===== src/rtl/m_req_download_pkg.sv =====
// ---------------------------------------------------------------------------
// m_req_download_pkg
// Definitions shared by the ring download and upload message paths:
//   FLIT_W   - flit width in bits
//   ctrl_e   - flit type encoding carried alongside each flit
//   state_e  - assembler state codes, also exported on fsm_state
// ---------------------------------------------------------------------------
package m_req_download_pkg;

   localparam int FLIT_W = 16;

   typedef enum logic [1:0] {
      CTRL_NONE = 2'b00,
      CTRL_HEAD = 2'b01,
      CTRL_BODY = 2'b10,
      CTRL_TAIL = 2'b11
   } ctrl_e;

   typedef enum logic [1:0] {
      ST_IDLE = 2'b00,
      ST_RECV = 2'b01,
      ST_FULL = 2'b10,
      ST_DROP = 2'b11
   } state_e;

endpackage : m_req_download_pkg


===== src/rtl/m_req_download_datapath.sv =====
// ---------------------------------------------------------------------------
// download_datapath
// Flit buffer, flit counter and message packing for the download assembler.
//   clk, rst       - clock, asynchronous active-low reset
//   load_head      - clear buffer, store flit_in at index 0, count = 1
//   store_flit     - store flit_in at index count, count + 1
//   flit_in        - flit to store
//   cnt_full       - count has reached MAX_FLITS
//   msg_*          - buffer contents presented as the assembled message
//   msg_flit_cnt   - number of flits currently stored
// ---------------------------------------------------------------------------
module download_datapath
   import m_req_download_pkg::*;
#(
   parameter int MAX_FLITS = 11
) (
   input  logic              clk,
   input  logic              rst,
   input  logic              load_head,
   input  logic              store_flit,
   input  logic [FLIT_W-1:0] flit_in,
   output logic              cnt_full,
   output logic [FLIT_W-1:0] msg_head,
   output logic [FLIT_W-1:0] msg_addrhi,
   output logic [FLIT_W-1:0] msg_addrlo,
   output logic [127:0]      msg_data,
   output logic [3:0]        msg_flit_cnt
);

   localparam logic [3:0] MAX_CNT = 4'(MAX_FLITS);

   logic [FLIT_W-1:0] buf_q [MAX_FLITS];
   logic [FLIT_W-1:0] buf_d [MAX_FLITS];
   logic [3:0]        cnt_q;
   logic [3:0]        cnt_d;

   // NOTE: every signal written here gets a default first, so no path leaves
   // it unassigned and no latch is inferred.
   always_comb begin
      buf_d = buf_q;
      cnt_d = cnt_q;
      if (load_head) begin
         for (int i = 0; i < MAX_FLITS; i++) buf_d[i] = '0;
         buf_d[0] = flit_in;
         cnt_d    = 4'd1;
      end else if (store_flit && (cnt_q < MAX_CNT)) begin
         for (int i = 0; i < MAX_FLITS; i++) begin
            if (cnt_q == 4'(i)) buf_d[i] = flit_in;
         end
         cnt_d = cnt_q + 4'd1;
      end
   end

   // NOTE: the buffer is reset explicitly because stale message contents
   // must never be presented after reset; this keeps it in flops, not RAM.
   always_ff @(posedge clk or negedge rst) begin
      if (!rst) begin
         for (int i = 0; i < MAX_FLITS; i++) buf_q[i] <= '0;
         cnt_q <= '0;
      end else begin
         buf_q <= buf_d;
         cnt_q <= cnt_d;
      end
   end

   assign cnt_full     = (cnt_q == MAX_CNT);
   assign msg_flit_cnt = cnt_q;
   assign msg_head     = buf_q[0];
   assign msg_addrhi   = buf_q[1];
   assign msg_addrlo   = buf_q[2];

   // Data flit k lands in the k-th 16-bit slot counted from the MSB end;
   // slots beyond MAX_FLITS read as zero.
   for (genvar k = 0; k < 8; k++) begin : g_pack
      if (3 + k < MAX_FLITS) begin : g_used
         assign msg_data[127-16*k -: 16] = buf_q[3+k];
      end else begin : g_unused
         assign msg_data[127-16*k -: 16] = '0;
      end
   end

endmodule : download_datapath


===== src/rtl/m_req_download.sv =====
// ---------------------------------------------------------------------------
// m_req_download
// Reassembles ring flits (head, body..., tail) into one message and holds it
// until the consumer reads it.
//   clk, rst          - clock, asynchronous active-low reset
//   v_flit_in, flit_in, ctrl_in, rdy_out - flit input handshake
//   msg_rd_in, v_msg_out, msg_*          - assembled message handshake
//   fsm_state         - current state code
//   err_out           - one-cycle pulse on a protocol error
// ---------------------------------------------------------------------------
module m_req_download
   import m_req_download_pkg::*;
#(
   parameter int MAX_FLITS = 11
) (
   input  logic          clk,
   input  logic          rst,
   input  logic          v_flit_in,
   input  logic [15:0]   flit_in,
   input  logic [1:0]    ctrl_in,
   output logic          rdy_out,
   input  logic          msg_rd_in,
   output logic          v_msg_out,
   output logic [15:0]   msg_head,
   output logic [15:0]   msg_addrhi,
   output logic [15:0]   msg_addrlo,
   output logic [127:0]  msg_data,
   output logic [3:0]    msg_flit_cnt,
   output logic [1:0]    fsm_state,
   output logic          err_out
);

   state_e state_q, state_d;
   logic   err_q, err_d;
   logic   load_head, store_flit, cnt_full, accept;
   ctrl_e  ctrl;

   assign ctrl    = ctrl_e'(ctrl_in);
   assign rdy_out = (state_q != ST_FULL);
   assign accept  = v_flit_in && rdy_out && (ctrl != CTRL_NONE);

   always_comb begin
      state_d    = state_q;
      err_d      = 1'b0;
      load_head  = 1'b0;
      store_flit = 1'b0;
      case (state_q)
         ST_IDLE: begin
            if (accept) begin
               if (ctrl == CTRL_HEAD) begin
                  load_head = 1'b1;
                  state_d   = ST_RECV;
               end else begin
                  err_d = 1'b1;
               end
            end
         end
         ST_RECV: begin
            if (accept) begin
               if (ctrl == CTRL_HEAD) begin
                  // Partial message is abandoned and the new one started.
                  err_d     = 1'b1;
                  load_head = 1'b1;
               end else if (cnt_full) begin
                  // Overlong message: drop the rest, or end here on a tail.
                  err_d   = 1'b1;
                  state_d = (ctrl == CTRL_TAIL) ? ST_IDLE : ST_DROP;
               end else begin
                  store_flit = 1'b1;
                  if (ctrl == CTRL_TAIL) state_d = ST_FULL;
               end
            end
         end
         ST_FULL: begin
            if (msg_rd_in) state_d = ST_IDLE;
         end
         ST_DROP: begin
            if (accept) begin
               if (ctrl == CTRL_HEAD) begin
                  load_head = 1'b1;
                  state_d   = ST_RECV;
               end else if (ctrl == CTRL_TAIL) begin
                  state_d = ST_IDLE;
               end
            end
         end
         default: state_d = ST_IDLE;
      endcase
   end

   // NOTE: sequential state uses non-blocking assignments so every flop
   // samples pre-edge values regardless of statement order.
   always_ff @(posedge clk or negedge rst) begin
      if (!rst) begin
         state_q <= ST_IDLE;
         err_q   <= 1'b0;
      end else begin
         state_q <= state_d;
         err_q   <= err_d;
      end
   end

   assign fsm_state = state_q;
   assign v_msg_out = (state_q == ST_FULL);
   assign err_out   = err_q;

   download_datapath #(
      .MAX_FLITS (MAX_FLITS)
   ) u_datapath (
      .clk          (clk),
      .rst          (rst),
      .load_head    (load_head),
      .store_flit   (store_flit),
      .flit_in      (flit_in),
      .cnt_full     (cnt_full),
      .msg_head     (msg_head),
      .msg_addrhi   (msg_addrhi),
      .msg_addrlo   (msg_addrlo),
      .msg_data     (msg_data),
      .msg_flit_cnt (msg_flit_cnt)
   );

endmodule : m_req_download


===== config.mk =====
export PLATFORM = sky130hd
export DESIGN_NAME = m_req_download
export DESIGN_NICKNAME = d
export VERILOG_FILES = /design/src/rtl/m_req_download_pkg.sv /design/src/rtl/m_req_download_datapath.sv /design/src/rtl/m_req_download.sv
export SDC_FILE = /design/constraint.sdc
export NUM_CORES = 1
export LEC_CHECK = 0
export ABC_CLOCK_PERIOD_IN_PS = 4300
export BUFFER_PORTS_ARGS = -buffer_cell sky130_fd_sc_hd__buf_2
export CORE_ASPECT_RATIO = 1.5
export CORE_MARGIN = 2
export CORE_UTILIZATION = 40
export DETAILED_ROUTE_END_ITERATION = 16
export GPL_ROUTABILITY_DRIVEN = 0
export HOLD_SLACK_MARGIN = 0.03
export SYNTH_ARGS = -nofsm -noshare
export SYNTH_HDL_FRONTEND = slang
export SYNTH_SLANG_ARGS = --single-unit

===== constraint.sdc =====
create_clock -name clk -period 4.3 [get_ports clk]
set_clock_uncertainty 0.15 [all_clocks]
set_input_delay 0.86 -clock clk [delete_from_list [all_inputs] [get_ports clk]]
set_output_delay 0.86 -clock clk [all_outputs]
set_load 0.03 [all_outputs]

After elaboration in Yosys (flattened, before gate mapping). Index checks and enable logic that the tools add are counted.

Register bits: 183. Word-level logic and storage cells: 112. Input bits: 22.

Equal/unequal tests: 25. Multiplexer cells: 40. Add/subtract/negate cells: 1. Magnitude comparators: 1. Reductions and logical operators: 31.

Operators with widths (number): 176-bit two-way mux (2); 16-bit two-way mux (11); 2-bit nonzero test (13); 2-bit two-way mux (11); 2-bit AND reduction (11); 4-bit by 3-bit == test with 1-bit output (second input constant) (4); 4-bit == test (second input constant) (4); 2-bit != test (second input constant) (7); 1-bit two-way mux (12); 4-bit by 2-bit == test with 1-bit output (second input constant) (2); 4-bit two-way mux (2); 2-bit one-hot mux with 4 select lines (1); 8-bit AND reduction (1); 2-bit == test (second input constant) (3); 3-bit != test (second input constant) (2); 4-bit by 1-bit adder with 4-bit output (second input constant) (1); 2-bit by 1-bit == test with 1-bit output (second input constant) (2); 4-bit by 1-bit == test with 1-bit output (second input constant) (1); 4-bit zero test (1); 4-bit < comparator (second input constant) (1); 1-bit logical AND (3); 3-bit OR reduction (1); 2-bit zero test (1); 1-bit one-hot mux with 2 select lines (1).

Logic depth before layout (Yosys ltp). Gate-level depths: netlist of the first run.

Word-level depth: 8. Mapped depth: 7. Gate-level depth less buffers: 5.

Modules after synthesis. From an unflattened synthesis of the first run, not the netlist that was laid out.

Cells, all modules: 773. Area, all modules: 7833.8 um^2.

By module, submodules not included: download_datapath (cells an instance 753, instances 1, area each 7651.1 um^2); m_req_download (cells an instance 20, instances 1, area each 182.7 um^2).

Worst setup path after synthesis of the first run. OpenSTA, ideal clock, no wires.

Kind: flip-flop to output port. Start point: reg state_q[1] (netlist: fsm_state[1]). End point: out rdy_out. Data arrival time: 1436 ps. Path buffers: 0. Path slack: 1854 ps. Required time: 3290 ps. Stages on the path, launching flop included: 3. Cells stage by stage: dfrtp_1 > nor2b_1 > inv_1.

Longest elaborated chain between the ends: 1.

RTL lines: start, declared (line m_req_download.sv:33) `state_e state_q, state_d;`; start signal, assigned (line m_req_download.sv:98) `state_q <= state_d;`; 2-bit != test (line m_req_download.sv:39) `assign rdy_out = (state_q != ST_FULL);`; end, declared (line m_req_download.sv:21) `output logic rdy_out,`.

Every way passes these cells.

Worst setup path in the final report of the first run.
Start point: in ctrl_in[1]. End point: reg u_datapath.buf_q, in the netlist u_datapath.msg_data[101].

Longest elaborated chain between the ends: 7.

RTL lines: start, declared (line m_req_download.sv:20) `input logic [1:0] ctrl_in,`; 2-bit by 1-bit == test with 1-bit output or 2-bit nonzero test (tied branches); 1-bit two-way mux or 1-bit logical AND (tied branches) (line m_req_download.sv:60, m_req_download.sv:40); 1-bit two-way mux (line m_req_download.sv:59) `if (accept) begin`; 1-bit two-way mux (line m_req_download.sv:47) `case (state_q)`; 1-bit logical AND (line m_req_download_datapath.sv:46) `end else if (store_flit && (cnt_q < MAX_CNT)) begin`; 2-bit nonzero test (no source line); 2-bit AND reduction (no source line); end signal, assigned (line m_req_download_datapath.sv:61) `buf_q <= buf_d;`; end, declared (line m_req_download_datapath.sv:32) `logic [FLIT_W-1:0] buf_q [MAX_FLITS];`.

Several ways; a longest one is shown, not always the timed one. A chain may end at the register's enable or synchronous reset.

==> results of run 1 <==
critical path, cell delays in order:
cell and delay (ps):
buf_2 130, and4b_4 420, and4b_1 950, mux2i_1 270, nor2_1 60
area by class of cell:
type	instances	share of cell area [%]
Clock buffer	18	4.70
Clock inverter	14	2.06
Inverter	3	0.120
Multi-Input combinational cell	482	28.7
Sequential cell	183	49.0
Tap cell	256	3.43
Timing Repair Buffer	214	12.0
worst min-delay path by stage:
stage	slack, ps	cells past startpoint	end	startpoint
after floorplan	410	0	err_out	rst
after global placement	320	1	u_datapath.msg_head[3]	u_datapath.msg_head[3]
after detailed placement	320	1	u_datapath.msg_head[1]	u_datapath.msg_head[1]
after CTS	340	1	u_datapath.msg_head[0]	u_datapath.msg_head[0]
after global routing	350	1	u_datapath.msg_head[4]	u_datapath.msg_head[4]
final	340	1	u_datapath.msg_head[1]	u_datapath.msg_head[1]
metrics by stage:
step           hold WS [ps]  instances
2_1_floorplan           414        734
6_report                336       1170
5_1_grt                 350       1170
3_5_place_dp            319       1138
4_1_cts                 341       1170
3_3_place_gp            320       1138
kinds of logic after synthesis:
| logic type | after synthesis | share of synthesized area [%] |
|---|---|---|
| simple gates | 291 | 15.8 |
| flops | 183 | 59.5 |
| compound gates | 105 | 6.99 |
| mux | 80 | 11.2 |
| buf+inv | 69 | 5.69 |
| fa+ha+maj | 4 | 0.650 |
| xor+xnor | 2 | 0.228 |
state kept, by name (all words and copies together), names as in the netlist:
name                     flops
u_datapath.msg_data        128
u_datapath.msg_head         16
u_datapath.msg_flit_cnt      4
u_datapath.msg_addrhi       16
u_datapath.msg_addrlo       16
fsm_state                    2
err_out                      1
cells in the final DEF (no fill, tap or decap), types with 3 or more instances in the layout:
cell type | synthesis | layout
inv_1 | 3 | 3
bufinv_16 | 0 | 4
dfrtp_1 | 183 | 183
clkinv_2 | 0 | 4
mux2i_1 | 64 | 64
buf_2 | 40 | 205
buf_4 | 5 | 6
mux2_4 | 10 | 10
inv_6 | 0 | 3
nor2_1 | 68 | 68
mux2_1 | 6 | 6
nand3_2 | 3 | 3
and4b_1 | 4 | 4
ha_1 | 4 | 4
and4_1 | 3 | 3
nand2_1 | 197 | 197
clkbuf_16 | 0 | 17
a21oi_1 | 99 | 99
and3_1 | 3 | 3
power groups by stage:
stage / sequential, W / combinational [W] / clock (W)
after global placement: 0.00218 / 0.00143 / 0
after global routing: 0.00219 / 0.00153 / 0.00178
final: 0.00216 / 0.00143 / 0.00168
after CTS: 0.00215 / 0.00144 / 0.00171
after floorplan: 0.00270 / 0.000454 / 0
after detailed placement: 0.00218 / 0.00144 / 0
cell usage after synthesis:
cell type  instances
and4_1             3
a21oi_1           99
buf_12             4
mux2_1             6
a31oi_1            1
nor4bb_1           1
buf_2             40
xnor2_1            2
a31o_1             1
inv_1              3
dfrtp_1          183
nand4_1            1
nand3b_1           2
o21ai_0            2
clkbuf_1           7
buf_1              4
a22o_1             1
mux2_4            10
buf_4              5
and4b_1            4
and3_1             3
and4b_4            1
nand3_1            2
nand3_2            3
nand4_2            2
nand2_1          197
nand2b_1           1
ha_1               4
nor2_2             1
buf_6              6
nor2_1            68
nor3_1             1
nor2b_1            1
a41oi_1            1
mux2i_1           64
layer usage:
layer  up-vias  routed length, microns  GRT usage, %  share of wire, %
li1       2744                       -             -                 -
met1      2853                    9250          29.2                42
met2       161                   11400          35.4                52
met3        25                     913          3.64               4.1
met4         0                     534          7.45               2.4
met5         -                       0             0                 0
==> flow_metrics.env, run 1 <==
export IMPL_p_comb_share_pct=27.1
export IMPL_worstPathRequired_ps=4420
export IMPL_fin_ws_ps=1710
export IMPL_row_count=62
export IMPL_syn_inst=734
export IMPL_clock_fmax_mhz=387
export IMPL_area_growth_pct=21.5
export IMPL_drt_pass1_iterations=4
export IMPL_syn_nets=760
export IMPL_routed_via_density=4.94
export IMPL_tightest_slew_ps=1060
export IMPL_numPortBuffers=206
export IMPL_drive_gt1_share_pct=28.9
export IMPL_layout_min_cycle_time_ps=2590
export IMPL_htreeDepth=4
export IMPL_finalCritPeriodShare_pct=60.1
export IMPL_p_seq_share_pct=40.9
export IMPL_worstRegToRegCells=4
export IMPL_initial_core_util_pct=40.5
export IMPL_finalPower_w=0.00527
export IMPL_ir_drop_mv=0.318
export IMPL_route_antenna_remaining_nets=0
export IMPL_ys_types=35
export IMPL_switching_share_pct=35.5
export IMPL_path_clk_slew_ps=70
export IMPL_die_h_microns=174
export IMPL_cts_sinks=183
export IMPL_crit_end="u_datapath.msg_data[101]"
export IMPL_dr_total_vias=5783
export IMPL_tns_ps=0
export IMPL_grt_max_degree=165
export IMPL_relSlewSlack_pct=29.5
export IMPL_cap_violations=0
export IMPL_grt_overflow=0
export IMPL_ctsHoldBuffers=0
export IMPL_leakagePower_nw=4.76
export IMPL_grt_pass1_vias=5424
export IMPL_r2r_slack_ps=1740
export IMPL_dp_final_hpwl_microns=14300
export IMPL_post_place_ws_ps=1270
export IMPL_die_area_sq_mm=0.0204
export IMPL_power_density_mw_per_mm2=563
export IMPL_wirelength_microns=22100
export IMPL_r2r_start="fsm_state[1]"
export IMPL_numCtsBuffers=17
export IMPL_multi_input_area_sq_mm=0.00268
export IMPL_grtUsageTotal_pct=21.8
export IMPL_p_sw_w=0.00187
export IMPL_io_pin_count=207
export IMPL_critPathLaunch="ctrl_in[1]"
export IMPL_grt_pass1_wl_microns=33300
export IMPL_diodes=0
export IMPL_antenna_found_initial=0
export IMPL_synth_warnings=0
export IMPL_synth_seq_area_share_pct=59.5
export IMPL_design_area_sq_mm=0.00935
export IMPL_end_kind="flip-flop"
export IMPL_cts_setup_buffers=0
export IMPL_post_drt_wl_per_cell_microns=18.9
export IMPL_rr_endpoint="u_datapath.msg_data[101]"
export IMPL_synth_area_sq_mm=0.00769
export IMPL_slew_viol_final=0
export IMPL_synth_seq_cells=183
export IMPL_avgSynthCellArea_sq_um=10.5
export IMPL_crit_fanout=22
export IMPL_die_x_microns=117
export IMPL_register_area_sq_mm=0.00458
export IMPL_cts_path_max_buffers=2
export IMPL_worstHoldPathType="flip-flop to flip-flop"
export IMPL_remaining_drc_errors=0
export IMPL_core_area_sq_mm=0.0190
export IMPL_placed_area_sq_mm=0.00872
export IMPL_crit_type="input pin to flip-flop"
export IMPL_setup_viol=0
export IMPL_fin_nets=927
export IMPL_clk_latency_ps=420
export IMPL_yosysTopAreaCell="dfrtp_1"
export IMPL_worst_setup_path_start_kind="input pin"
export IMPL_hold_viol_final=0
export IMPL_p_int_w=0.00340
export IMPL_synthTopCellsByArea="dfrtp_1 (60%), nand2_1 (9.6%), mux2i_1 (8.3%)"
export IMPL_rsz0062_at_grt="false"
export IMPL_post_synth_top_area_fraction_pct=59.5
export IMPL_clockRootBuffer="clkbuf_16"
export IMPL_clkPwrFrac_pct=32.0
export IMPL_fill_cells=1803
export IMPL_cts_tree="done"
export IMPL_first_iter_violations=436
export IMPL_outcome="finished, final reports clean"
export IMPL_fin_util_pct=49.2
export IMPL_post_cts_resized=0
export IMPL_arrival_ps=2710
(Power assumes the default switching activity.)
==> inputs of run 2 (changes only) <==
- ABC_CLOCK_PERIOD_IN_PS: 4300 -> 2470
- clock period: 4.3 -> 2.47 ns (I/O delays scaled with it)
==> run 2 against run 1 <==
Compared with the run above: hold slack lost 200 ps; via count up 1.6%; register-to-register slack got worse by 1300 ps; critical endpoint is now u_datapath.msg_head[7]; highest routed layer unchanged; combinational power is 79% higher; total power is 70% higher; final cell count increased by 1.5%; global-route usage is 0.13 points higher; first-iteration DRC count is 2.1% higher; count of clock-buffer cells in the layout did not move; sequential power rose by 73%.
==> flow_metrics.env, run 2 (synthesized netlist as in run 1, its figures left out) <==
export IMPL_end_kind="flip-flop"
export IMPL_register_area_sq_mm=0.00458
export IMPL_fin_nets=945
export IMPL_die_area_sq_mm=0.0204
export IMPL_initial_core_util_pct=40.5
export IMPL_core_area_sq_mm=0.0190
export IMPL_tns_ps=0
export IMPL_drt_pass1_iterations=5
export IMPL_drive_gt1_share_pct=30.2
export IMPL_tightest_slew_ps=515
export IMPL_fill_cells=1803
export IMPL_r2r_slack_ps=400
export IMPL_grtUsageTotal_pct=21.9
export IMPL_ir_drop_mv=0.434
export IMPL_multi_input_area_sq_mm=0.00268
export IMPL_cts_path_max_buffers=2
export IMPL_leakagePower_nw=4.84
export IMPL_first_iter_violations=445
export IMPL_remaining_drc_errors=0
export IMPL_routed_via_density=4.95
export IMPL_clock_fmax_mhz=484
export IMPL_worstHoldPathType="input pin to flip-flop"
export IMPL_worst_setup_path_start_kind="flip-flop"
export IMPL_crit_type="flip-flop to flip-flop"
export IMPL_dr_total_vias=5877
export IMPL_die_x_microns=117
export IMPL_row_count=62
export IMPL_relSlewSlack_pct=65.5
export IMPL_layout_commonest_cell="buf_2"
export IMPL_cts_tree="done"
export IMPL_fin_hold_ws_ps=139
export IMPL_crit_fanout=22
export IMPL_grt_overflow=0
export IMPL_setup_viol=0
export IMPL_grt_max_degree=62
export IMPL_numPortBuffers=206
export IMPL_path_clk_slew_ps=70
export IMPL_rsz0062_at_grt="false"
export IMPL_clockRootBuffer="clkbuf_16"
export IMPL_cts_sinks=183
export IMPL_outcome="finished, final reports clean"
export IMPL_ctsHoldBuffers=1
export IMPL_area_growth_pct=23.7
export IMPL_largest_register_ffs=128
export IMPL_grt_pass1_wl_microns=33400
export IMPL_wirelength_microns=21900
export IMPL_cap_violations=0
export IMPL_post_drt_wl_per_cell_microns=18.4
export IMPL_die_h_microns=174
export IMPL_layout_min_cycle_time_ps=2070
export IMPL_numCtsBuffers=17
export IMPL_hold_viol_final=0
export IMPL_worstPathRequired_ps=2640
export IMPL_cts_setup_buffers=0
export IMPL_stdcell_count=1188
export IMPL_slew_viol_final=0
export IMPL_finalCritPeriodShare_pct=83.6
export IMPL_route_antenna_remaining_nets=0
export IMPL_final_cell_mix="buf_2 (205), nand2_1 (197), dfrtp_1 (183)"
export IMPL_post_place_cells=1155
export IMPL_htreeDepth=4
export IMPL_antenna_found_initial=0
export IMPL_finalPower_w=0.00897
export IMPL_dp_final_hpwl_microns=14600
export IMPL_power_density_mw_per_mm2=942
export IMPL_post_cts_resized=0
export IMPL_arrival_ps=2230
export IMPL_clk_latency_ps=430
export IMPL_design_area_sq_mm=0.00952
export IMPL_io_pin_count=207
export IMPL_grt_pass1_vias=5588
export IMPL_diodes=0
export IMPL_placed_area_sq_mm=0.00893
-- run 2: worst max-delay path, cell delays in order (launching register included) --
cell     delay [ps]
dfrtp_1         430
and4b_4         520
a31o_1          260
buf_4           250
mux2_4          320
-- run 2: metrics by stage --
| stage | setup slack, ps | utilization, % |
|---|---|---|
| after global placement | 346 | 47.0 |
| final | 404 | 50.1 |
| after detailed placement | 323 | 47.0 |
| after CTS | 407 | 50.1 |
| after floorplan | 126 | - |
| after global routing | 320 | 50.1 |
-- run 2: worst paths after layout --
check,start,end,cells after the start
max,fsm_state[1],u_datapath.msg_head[7],4
min,v_flit_in,fsm_state[0],2
max reg2reg,fsm_state[1],u_datapath.msg_head[7],4
min reg2reg,u_datapath.msg_head[1],u_datapath.msg_head[1],1
max in group asynchronous,rst,u_datapath.msg_data[65],3
min in group asynchronous,rst,u_datapath.msg_data[37],2
-- run 2: final cells by class --
| class | count | area share [%] |
|---|---|---|
| Sequential cell | 183 | 48.1 |
| Clock inverter | 14 | 1.46 |
| Timing Repair Buffer | 232 | 14.2 |
| Multi-Input combinational cell | 482 | 28.2 |
| Tap cell | 256 | 3.36 |
| Inverter | 3 | 0.118 |
| Clock buffer | 18 | 4.61 |
-- run 2: power breakdown --
group	switching [W]	internal (W)	total (W)
Combinational	0.00180	0.000759	0.00256
Clock	0.00123	0.00144	0.00268
Sequential	0.000274	0.00346	0.00373
-- run 2: routing by layer --
| metal | GRT usage, % | vias to the layer above | share of wire (%) |
|---|---|---|---|
| li1 | - | 2773 | - |
| met1 | 29.0 | 2884 | 42 |
| met2 | 34.9 | 184 | 50 |
| met4 | 9.31 | 0 | 3.0 |
| met5 | 0 | - | 0 |
| met3 | 4.06 | 36 | 4.7 |
==> inputs of run 3 (changes only) <==
- ABC_AREA: unset -> 1
- ABC_CLOCK_PERIOD_IN_PS: 2470 -> 1750
- PLACE_DENSITY: unset -> 0.66
- clock period: 2.47 -> 1.75 ns (I/O delays scaled with it)
==> run 3 against run 2 <==
Compared with the run above: the flow now finishes with violations (setup timing); area after synthesis increased by 4.8%; final cell count up 23%; global-route usage rose by 4.2 points; clock power is 59% higher; sequential share of layout area shrank 7.6 points; combinational power rose by 110%; critical path depth grew 5; count of clock-buffer cells in the layout stayed put; via count grew 28%; critical endpoint is now u_datapath.msg_addrlo[12].
==> flow_metrics.env, run 3 <==
export IMPL_grt_pass1_vias=7313
export IMPL_slew_viol_final=0
export IMPL_layout_commonest_cell="nand2_1"
export IMPL_diodes=0
export IMPL_route_antenna_remaining_nets=0
export IMPL_synth_seq_area_share_pct=56.8
export IMPL_crit_type="flip-flop to flip-flop"
export IMPL_syn_inst=903
export IMPL_htreeDepth=4
export IMPL_crit_slowest_cell="dfrtp_2"
export IMPL_synthArstFlopShare_pct=100
export IMPL_cts_tree="done"
export IMPL_max_stage_delay_ps=450
export IMPL_worstRegToRegCells=9
export IMPL_syn_nets=929
export IMPL_relSlewSlack_pct=52.6
export IMPL_setup_viol=98
export IMPL_die_area_sq_mm=0.0213
export IMPL_yosysTopAreaCell="dfrtp_1"
export IMPL_crit_chain="buf_6 > nor2_4 > nand2_4 > nor2_8 > buf_12 > nand3b_2 > buf_12 > nand3_1 > nand2_1"
export IMPL_worst_setup_path_start_kind="flip-flop"
export IMPL_synth_top_family_by_area="simple AND/OR/NAND/NOR gates"
export IMPL_final_cell_mix="nand2_1 (372), buf_2 (203), nand3_1 (183)"
export IMPL_initial_core_util_pct=40.8
export IMPL_worstPathRequired_ps=1920
export IMPL_synthMuxAreaShare_pct=0
export IMPL_numPortBuffers=206
export IMPL_synthTopCellsByCount="nand2_1 (388), dfrtp_1 (183), nand3_1 (183)"
export IMPL_fill_cells=1764
export IMPL_wirelength_microns=27800
export IMPL_path_clk_slew_ps=70
export IMPL_clockRootBuffer="clkbuf_16"
export IMPL_synth_area_sq_mm=0.00806
export IMPL_die_x_microns=120
export IMPL_post_synth_top_area_fraction_pct=56.8
export IMPL_outcome="complete, but fails checks"
export IMPL_ys_types=26
export IMPL_core_area_sq_mm=0.0198
export IMPL_worst_path_buf_inv=3
export IMPL_synth_seq_cells=183
export IMPL_clock_fmax_mhz=559
export IMPL_layout_min_cycle_time_ps=1790
export IMPL_fin_ws_ps=-39.9
export IMPL_synthAdderAreaFrac_pct=0.621
export IMPL_row_count=63
export IMPL_cpMostUsedCell="buf_12"
export IMPL_io_pin_count=207
export IMPL_clk_latency_ps=430
export IMPL_synth_edff_count=0
export IMPL_synthTopCellsByArea="dfrtp_1 (57%), nand2_1 (18%), nand3_1 (11%)"
export IMPL_crit_fanout=16
export IMPL_drive_gt1_share_pct=34.1
export IMPL_tightest_slew_ps=711
export IMPL_synth_xor_area_share_pct=0
export IMPL_drt_pass1_iterations=5
export IMPL_rsz0062_at_grt="true"
export IMPL_grt_overflow=0
export IMPL_grt_pass1_wl_microns=41800
export IMPL_remaining_drc_errors=0
export IMPL_grt_max_degree=80
export IMPL_dr_total_vias=7510
export IMPL_synth_simple_area_share_pct=36.9
export IMPL_arrival_ps=1960
export IMPL_dp_final_hpwl_microns=17500
export IMPL_leakagePower_nw=6.79
export IMPL_die_h_microns=178
export IMPL_numCtsBuffers=17
export IMPL_antenna_found_initial=0
export IMPL_area_growth_pct=40.5
export IMPL_cp_depth=9
export IMPL_routed_via_density=5.14
export IMPL_first_iter_violations=623
export IMPL_post_drt_wl_per_cell_microns=19.0
export IMPL_synth_compound_area_share_pct=0.435
export IMPL_worstHoldPathType="input pin to flip-flop"
export IMPL_post_place_cells=1394
export IMPL_cts_path_max_buffers=2
export IMPL_finalCritPeriodShare_pct=102
export IMPL_avgSynthCellArea_sq_um=8.93
export IMPL_largest_register_ffs=128
export IMPL_synth_warnings=0
export IMPL_cts_sinks=183
export IMPL_synthFlopType="dfrtp_1"
export IMPL_critical_path_top_delay_family="simple AND/OR/NAND/NOR gates"
export IMPL_power_density_mw_per_mm2=1330
export IMPL_hold_viol_final=0
export IMPL_tns_ps=-842
export IMPL_fin_nets=1213
export IMPL_end_kind="flip-flop"
export IMPL_whs_path_depth=3
export IMPL_cap_violations=0
export IMPL_grtUsageTotal_pct=26.0
export IMPL_ir_drop_mv=0.855
export IMPL_yosysMostFrequentCell="nand2_1"
export IMPL_violations="setup timing"
export IMPL_stdcell_count=1460
## run 3: area by class of cell
class | count | area (sq um) | area share, %
clock inverters | 14 | 211 | 1.87
repair buffers | 299 | 2280 | 20.1
well taps | 260 | 325 | 2.87
flip-flops and latches | 183 | 4590 | 40.5
multi-input cells | 652 | 3360 | 29.7
inverters | 34 | 128 | 1.13
clock buffers | 18 | 439 | 3.88
## run 3: per-layer routing
metal | global-route usage (%) | vias up | wire, microns
met5 | 0 | - | 0
met4 | 11.8 | 0 | 1110
met3 | 4.34 | 55 | 1460
met2 | 44.6 | 309 | 14300
met1 | 32.1 | 3674 | 10800
li1 | - | 3472 | -
## run 3: stage by stage
step | cell area (sq um) | total power, W | hold slack [ps] | setup WS [ps] | util (%)
after floorplan | 8120 | 0.00845 | -95.6 | -136 | -
after global placement | 10000 | 0.0103 | 184 | -160 | 50.7
after detailed placement | 10000 | 0.0104 | 191 | -153 | 50.7
after CTS | 11100 | 0.0150 | 32.0 | -42.1 | 56.3
after global routing | 11300 | 0.0157 | 35.0 | -104 | 57.3
final | 11300 | 0.0151 | 29.2 | -39.9 | 57.3
## run 3: where the power goes
group / internal [W] / leakage, nW / switching [W]
Clock: 0.00248 / 0.321 / 0.00178
Sequential: 0.00496 / 2.49 / 0.000516
Combinational: 0.00179 / 3.98 / 0.00356
## run 3: final timing paths
| path | start | end | slack [ps] |
|---|---|---|---|
| setup / recovery | fsm_state[1] | u_datapath.msg_addrlo[12] | -40 |
| hold / removal | flit_in[14] | u_datapath.msg_head[14] | 30 |
| setup reg to reg | fsm_state[1] | u_datapath.msg_addrlo[12] | -40 |
| hold reg to reg | u_datapath.msg_head[8] | u_datapath.msg_head[8] | 320 |
| max in group asynchronous | rst | u_datapath.msg_head[5] | 610 |
| min in group asynchronous | rst | u_datapath.msg_addrhi[3] | 270 |
## run 3: repair_timing
| action | in CTS | in global routing |
|---|---|---|
| pin swaps | 12 | 26 |
| hold endpoints to repair | 48 | 0 |
| setup endpoints to repair | 179 | 182 |
| resized for setup | 29 | 20 |
| gates cloned | 11 | 3 |
| hold buffers | 11 | 0 |
| setup buffers | 5 | 4 |
## run 3: cell families (layout without fill, tap and decap cells)
family	Yosys count	in the layout
AO/OA/AOI/OAI	7	7
adder cells (fa/ha/maj)	4	4
flip-flops	183	183
buffers and inverters	78	365
AND/OR/NAND/NOR	631	641
## run 3: worst reg2reg max path, cell delays in order (launching register included)
cell and delay (ps):
dfrtp_2 450, buf_6 130, nor2_4 140, nand2_4 80, nor2_8 110, buf_12 170
nand3b_2 130, buf_12 170, nand3_1 90, nand2_1 70
